$ cat src/rtl/rtl_settings_pkg.sv
// Shared types and helpers for the AMM read-data checker path.
package rtl_settings_pkg;

  localparam int unsigned RD_ADDR_W  = 32;
  localparam int unsigned RD_DATA_W  = 128;
  localparam int unsigned RD_BURST_W = 11;
  localparam int unsigned DATA_B_W   = RD_DATA_W / 8;
  localparam int unsigned ADDR_B_W   = $clog2(DATA_B_W);

  typedef enum logic {
    FIXED_DATA = 1'b0,
    RND_DATA   = 1'b1
  } data_mode_t;

  typedef struct packed {
    logic [RD_ADDR_W-ADDR_B_W-1:0] start_addr;
    logic [ADDR_B_W-1:0]           start_off;
    logic [ADDR_B_W-1:0]           end_off;
    logic [RD_BURST_W-2:0]         words_count;
    data_mode_t                    data_mode;
    logic [7:0]                    data_ptrn;
  } rd_desc_t;

  // Next pattern byte for RND mode (shift left, feedback taps 7,5,4,3).
  function automatic logic [7:0] lfsr8_next(input logic [7:0] p);
    return {p[6:0], p[7] ^ p[5] ^ p[4] ^ p[3]};
  endfunction

endpackage

$ cat src/rtl/desc_fifo.sv
// Synchronous show-ahead FIFO holding queued read descriptors.
module desc_fifo #(
  parameter int unsigned WIDTH = 8,
  parameter int unsigned DEPTH = 4
) (
  input  logic             clk_i,
  input  logic             rst_i,
  input  logic             wr,
  input  logic [WIDTH-1:0] wr_data,
  input  logic             rd,
  output logic [WIDTH-1:0] rd_data,
  output logic             full,
  output logic             empty
);

  localparam int unsigned PTR_W = $clog2(DEPTH);
  localparam logic [PTR_W:0] PTR_ONE = 1;

  logic [WIDTH-1:0] mem [DEPTH];
  logic [PTR_W:0]   wr_ptr;
  logic [PTR_W:0]   rd_ptr;

  assign empty   = (wr_ptr == rd_ptr);
  assign full    = (wr_ptr[PTR_W] != rd_ptr[PTR_W]) &&
                   (wr_ptr[PTR_W-1:0] == rd_ptr[PTR_W-1:0]);
  assign rd_data = mem[rd_ptr[PTR_W-1:0]];

  // Pointer update; extra MSB distinguishes full from empty.
  always_ff @(posedge clk_i or posedge rst_i) begin
    if (rst_i) begin
      wr_ptr <= '0;
      rd_ptr <= '0;
    end else begin
      if (wr && !full)  wr_ptr <= wr_ptr + PTR_ONE;
      if (rd && !empty) rd_ptr <= rd_ptr + PTR_ONE;
    end
  end

  // Storage write.
  always_ff @(posedge clk_i) begin
    if (wr && !full) mem[wr_ptr[PTR_W-1:0]] <= wr_data;
  end

endmodule

$ cat src/rtl/receiver_block.sv
// Read-data checker: queues expected-read descriptors, regenerates the byte
// pattern per beat, compares enabled bytes and reports the first mismatch.
module receiver_block
  import rtl_settings_pkg::*;
#(
  parameter int unsigned ADDR_W          = RD_ADDR_W,
  parameter int unsigned AMM_DATA_W      = RD_DATA_W,
  parameter int unsigned AMM_BURST_W     = RD_BURST_W,
  parameter int unsigned DESC_FIFO_DEPTH = 4
) (
  input  logic                  clk_i,
  input  logic                  rst_i,
  input  logic                  desc_valid_i,
  output logic                  desc_ready_o,
  input  rd_desc_t              desc_i,
  input  logic                  readdatavalid_i,
  input  logic [AMM_DATA_W-1:0] readdata_i,
  input  logic                  err_clr_i,
  output logic                  rd_busy_o,
  output logic                  cmp_error_o,
  output logic                  unexp_data_o,
  output logic [ADDR_W-1:0]     err_addr_o,
  output logic [7:0]            err_data_o,
  output logic [7:0]            err_exp_o,
  output logic [31:0]           words_rcvd_o
);

  localparam int unsigned WA_W = ADDR_W - ADDR_B_W;
  localparam logic [WA_W-1:0]          WA_ONE = 1;
  localparam logic [AMM_BURST_W-2:0]   BC_ONE = 1;

  typedef enum logic {IDLE, ACTIVE} state_t;

  state_t                 state;
  logic [$bits(rd_desc_t)-1:0] head_bits;
  rd_desc_t               head;
  logic                   fifo_full, fifo_empty, fifo_rd;

  logic [WA_W-1:0]        word_addr;
  logic [ADDR_B_W-1:0]    s_off, e_off;
  logic [AMM_BURST_W-2:0] beat_cnt;
  logic                   first_beat;
  data_mode_t             mode;
  logic [7:0]             cur_ptrn;

  logic                   active_beat, last_beat;
  logic [DATA_B_W-1:0]    byte_mask, mism;
  logic                   hit;
  logic [ADDR_B_W-1:0]    hit_idx;
  logic [7:0]             hit_byte;

  assign head         = rd_desc_t'(head_bits);
  assign desc_ready_o = !fifo_full;
  assign rd_busy_o    = (state == ACTIVE) || !fifo_empty;
  assign active_beat  = (state == ACTIVE) && readdatavalid_i;
  assign last_beat    = (beat_cnt == '0);
  // Next head is loaded from IDLE, or on the last beat so bursts run back-to-back.
  assign fifo_rd      = !fifo_empty && ((state == IDLE) || (active_beat && last_beat));

  desc_fifo #(
    .WIDTH ($bits(rd_desc_t)),
    .DEPTH (DESC_FIFO_DEPTH)
  ) u_desc_fifo (
    .clk_i   (clk_i),
    .rst_i   (rst_i),
    .wr      (desc_valid_i && !fifo_full),
    .wr_data (desc_i),
    .rd      (fifo_rd),
    .rd_data (head_bits),
    .full    (fifo_full),
    .empty   (fifo_empty)
  );

  // Byte-enable mask, per-byte compare and lowest-index mismatch pick.
  always_comb begin
    byte_mask = '0;
    mism      = '0;
    hit       = 1'b0;
    hit_idx   = '0;
    hit_byte  = '0;
    for (int unsigned i = 0; i < DATA_B_W; i++) begin
      byte_mask[i] = (!first_beat || (i >= 32'(s_off))) &&
                     (!last_beat  || (i <= 32'(e_off)));
      mism[i] = active_beat && byte_mask[i] && (readdata_i[8*i +: 8] != cur_ptrn);
      if (mism[i] && !hit) begin
        hit      = 1'b1;
        hit_idx  = ADDR_B_W'(i);
        hit_byte = readdata_i[8*i +: 8];
      end
    end
  end

  // Burst tracking FSM: descriptor load, beat countdown, address and pattern advance.
  always_ff @(posedge clk_i or posedge rst_i) begin
    if (rst_i) begin
      state      <= IDLE;
      word_addr  <= '0;
      s_off      <= '0;
      e_off      <= '0;
      beat_cnt   <= '0;
      first_beat <= 1'b0;
      mode       <= FIXED_DATA;
      cur_ptrn   <= '0;
    end else if (fifo_rd) begin
      state      <= ACTIVE;
      word_addr  <= head.start_addr;
      s_off      <= head.start_off;
      e_off      <= head.end_off;
      beat_cnt   <= head.words_count;
      first_beat <= 1'b1;
      mode       <= head.data_mode;
      cur_ptrn   <= head.data_ptrn;
    end else if (active_beat && last_beat) begin
      state <= IDLE;
    end else if (active_beat) begin
      beat_cnt   <= beat_cnt - BC_ONE;
      word_addr  <= word_addr + WA_ONE;
      first_beat <= 1'b0;
      if (mode == RND_DATA) cur_ptrn <= lfsr8_next(cur_ptrn);
    end
  end

  // Sticky flags, first-error capture and beat statistics.
  always_ff @(posedge clk_i or posedge rst_i) begin
    if (rst_i) begin
      cmp_error_o  <= 1'b0;
      unexp_data_o <= 1'b0;
      err_addr_o   <= '0;
      err_data_o   <= '0;
      err_exp_o    <= '0;
      words_rcvd_o <= '0;
    end else begin
      if (readdatavalid_i) words_rcvd_o <= words_rcvd_o + 32'd1;
      unexp_data_o <= (readdatavalid_i && (state == IDLE)) || (unexp_data_o && !err_clr_i);
      // A mismatch coincident with a clear re-arms the capture instead of being lost.
      if (hit && (!cmp_error_o || err_clr_i)) begin
        cmp_error_o <= 1'b1;
        err_addr_o  <= {word_addr, hit_idx};
        err_data_o  <= hit_byte;
        err_exp_o   <= cur_ptrn;
      end else if (err_clr_i) begin
        cmp_error_o <= 1'b0;
        err_addr_o  <= '0;
        err_data_o  <= '0;
        err_exp_o   <= '0;
      end
    end
  end

endmodule

$ cat config.mk
export PLATFORM = sky130hd
export DESIGN_NAME = receiver_block
export DESIGN_NICKNAME = d
export VERILOG_FILES = /design/src/rtl/rtl_settings_pkg.sv /design/src/rtl/desc_fifo.sv /design/src/rtl/receiver_block.sv
export SDC_FILE = /design/constraint.sdc
export NUM_CORES = 1
export LEC_CHECK = 0
export ABC_CLOCK_PERIOD_IN_PS = 5050
export CAP_MARGIN = 10
export CORE_ASPECT_RATIO = 0.6
export CORE_UTILIZATION = 55
export CTS_CLUSTER_SIZE = 24
export DETAILED_ROUTE_END_ITERATION = 16
export MAX_ROUTING_LAYER = met4
export PLACE_DENSITY = 0.81
export SLEW_MARGIN = 20
export SYNTH_ARGS = -nofsm -noshare
export SYNTH_HDL_FRONTEND = slang
export SYNTH_SLANG_ARGS = --single-unit
$ cat constraint.sdc
create_clock -name clk_i -period 5.05 [get_ports clk_i]
set_input_delay 0.505 -clock clk_i [delete_from_list [all_inputs] [get_ports clk_i]]
set_output_delay 0.505 -clock clk_i [all_outputs]
set_load 0.03 [all_outputs]
==> run_results.csv <==
group,metric,value,unit
yosys,ys_async_sr_fraction,0.3973,
die,die_h,142.5,um
cts,cts_tree,"done",
placed_design,hpwl,45830,um
cts,cts_buffer_depth,3,
sta,relSlewSlack,0.2550,
yosys,synth.largest_area_cell,"edfxtp_1",
yosys,synth_top_area_share,0.3650,
worst_setup_path,path_class,"register to register",
layout,drive_above_1_share,0.1078,
routing,routed_via_density,6.463,
layout,register_area,10240,um2
die,dieArea,33660,um2
worst_setup_path,critical-path-top-delay-family,"compound AO/OA/AOI/OAI gates",
worst_setup_path,cp-start-kind,"register",
yosys,synth-edff-count,220,
sta,final.min_clock_period,4.383,ns
flow_run,maxCapViolCount,0,
placed_design,placed_area,21320,um2
sta,hold_violations,0,
grt,antenna_found_initial,4,
placed_design,dp_cells,2133,
sta,final_max_slew_viol_count,0,
cts,htree_levels,2,
placed_design,finalWeightedCongestion,1.084,
routing,wire_per_inst,28.35,um
routing,via_count,14210,
layout,layout_common_cells,"clkdlybuf4s50_1 (271), edfxtp_1 (220), nand2_1 (185)",
yosys,synth_fp_nets,1669,
worst_setup_path,slowest_delay,0.94,ns
sta,setup_viol,0,
worst_setup_path,crit_fanout,14,
status,outcome,"complete, no violations",
layout,layout.cells.non_filler,2199,
die,rows,51,
power_and_ir_drop,power.density,483.1,nW/um2
worst_hold_path,hp-class,"input port to asynchronous set/reset pin",
yosys,yosys_register_bits,365,
layout,nets,1941,
layout,num-fill-cells,2265,
cts,cts_resized,0,
yosys,synthCells,1473,
grt,overflow,0,
grt,grt_pass1_wl,90340,um
cts,postCtsHoldBufs,0,
die,io_pins,272,
power_and_ir_drop,p_leak,0.008298,uW
worst_setup_path,worst-endpoint-required,5.41,ns
layout,multi_input_area,7356,um2
cts,post_cts_buffers,0,
worst_setup_path,slowest_stage,"nor3_1",
cts,cts_sinks,365,
sta,tns,0,ns
die,die_x,236.2,um
cts,clk_latency,0.54,ns
yosys,yosysSeqAreaShare,0.5654,
worst_setup_path,endpoint_kind,"register",
routing,drc,0,
layout,synthToLayoutAreaGrowth,23.92,%
sta,rsz0062_at_grt,"no",
grt,grt_start_max_net_pins,58,
yosys,synth_ff_type,"edfxtp_1",
sta,clock_skew,0.03060,ns
worst_setup_path,crit_arrival,4.74,ns
yosys,synthesis.area,18100,um2
routing,drt_iter0_drc,1974,
routing,firstDrtPassIters,8,
grt,track_usage,0.3819,
yosys,syn_avg_cell_area,12.29,um2
die,coreArea,32420,um2
yosys,synth_warnings,0,
routing,wl,62340,um
layout,stdcell_area,22430,um2
worst_setup_path,path_buf_inv,1,
yosys,synth.distinct_cells,83,
yosys,synth.top_cells.by_area,"edfxtp_1 (36%), dfrtp_1 (20%), mux4_2 (6.8%)",
grt,grt_pass1_vias,13880,
power_and_ir_drop,ir_drop,429.2,uV
routing,ant_nets,0,
layout,layout_commonest_cell,"clkdlybuf4s50_1",
die,start_util,0.5584,
placed_design,io_buffers,271,
sta,period_share,0.8680,
cts,cts_buffers,34,
worst_setup_path,crit_chain,"nor3_1, o211ai_1, a21oi_1, buf_4, or4b_1, o221ai_1, mux2i_1, a21oi_1, a2111oi_0, o221ai_1",
cts,cts_root_buf,"clkbuf_16",
sta,tightest_slew,1.109,ns
sta,fmax,228.1,MHz
cts,path_clk_slew,0.06,ns
-- worst reg2reg max path: stages, from the launching register on --
cell and delay (ns):
dfrtp_1 0.51, nor3_1 0.94, o211ai_1 0.23, a21oi_1 0.28, buf_4 0.26, or4b_1 0.39
o221ai_1 0.24, mux2i_1 0.27, a21oi_1 0.13, a2111oi_0 0.75, o221ai_1 0.24
-- area by class of cell --
type                            instances  share of cell area
Clock inverter                         15            0.006972
Multi-Input combinational cell        994              0.3279
Tap cell                              424             0.02365
Sequential cell                       365              0.4565
Clock buffer                           47             0.04200
Inverter                               37            0.006415
Antenna cell                            4           0.0004462
Timing Repair Buffer                  313              0.1361
-- worst paths after layout --
path / startpoint / to / slack [ns] / cells after the start
worst max-delay path: s_off[2]$_DFFE_PP0P_ / err_data_o[0]$_DFFE_PP0P_ / 0.67 / 10
worst min register to register: words_rcvd_o[31]$_DFFE_PP0P_ / words_rcvd_o[31]$_DFFE_PP0P_ / 0.48 / 1
worst max register to register: s_off[2]$_DFFE_PP0P_ / err_data_o[0]$_DFFE_PP0P_ / 0.67 / 10
max in group asynchronous: rst_i / s_off[0]$_DFFE_PP0P_ / 3.59 / 3
min in group clk_i: words_rcvd_o[31]$_DFFE_PP0P_ / words_rcvd_o[31]$_DFFE_PP0P_ / 0.48 / 1
worst min-delay path: rst_i / word_addr[22]$_DFFE_PP0P_ / 0.39 / 2
-- cells in the mapped netlist, types with 8 or more instances --
library cell,count
edfxtp_1,220
nand2_1,185
dfrtp_1,145
xor2_1,106
xnor2_1,87
o21ai_0,71
nor2_1,61
mux4_2,55
nand3_1,49
inv_1,37
clkbuf_1,34
nand4_1,34
a21oi_1,31
o21ai_1,31
and3_1,27
nor4_1,25
buf_2,20
nor3_1,14
a31oi_1,12
a211oi_1,11
o211ai_1,11
buf_4,10
mux2i_1,10
a32oi_1,8
and2_1,8
buf_1,8
ha_1,8
mux2_2,8
nand2b_1,8
o22ai_1,8
-- sequential cells by signal (all words and copies together), names as in the netlist --
| register | flops |
|---|---|
| u_desc_fifo.wr_ptr | 3 |
| u_desc_fifo.mem | 220 |
| cur_ptrn | 8 |
| s_off | 4 |
| cmp_error_o | 1 |
| e_off | 4 |
| beat_cnt | 10 |
| first_beat | 1 |
| word_addr | 28 |
| err_exp_o | 8 |
| mode | 1 |
| state | 1 |
| u_desc_fifo.rd_ptr | 3 |
| err_data_o | 8 |
| unexp_data_o | 1 |
| err_addr_o | 32 |
| words_rcvd_o | 32 |
-- cells by family (layout without fill, tap and decap cells) --
logic type / after synthesis / in the layout / synth area share
simple gates: 451 / 451 / 0.1261
flops: 365 / 365 / 0.5654
compound gates: 269 / 269 / 0.1015
xor+xnor: 193 / 193 / 0.09338
buf+inv: 114 / 412 / 0.02917
mux: 73 / 73 / 0.07894
fa+ha+maj: 8 / 8 / 0.005530
other cells: 0 / 4 / 0
-- layer usage --
layer / GRT usage / vias up / wire length, um / share of wire
li1: - / 6042 / - / -
met1: 0.5632 / 7210 / 27320 / 0.44
met2: 0.5404 / 829 / 27370 / 0.44
met3: 0.07273 / 132 / 5855 / 0.094
met5: - / - / 0 / 0
met4: 0.1083 / 0 / 1794 / 0.029
-- power by group --
group / switching, uW / internal (uW)
sequential: 676 / 3920
clock: 1150 / 1430
combinational: 2100 / 1550
-- metrics by stage --
stage          setup WS [ns]  hold WS (ns)    util  total power (uW)
2_1_floorplan         0.6504        0.4455       -              6766
3_3_place_gp          0.6840        0.4589  0.6578              8070
3_5_place_dp          0.6912        0.4688  0.6578              8195
4_1_cts               0.9074        0.4036  0.6917             10800
5_1_grt               0.6962        0.4269  0.6920             11220
6_report              0.6667        0.3940  0.6920             10840
(Power assumes the default switching activity.)
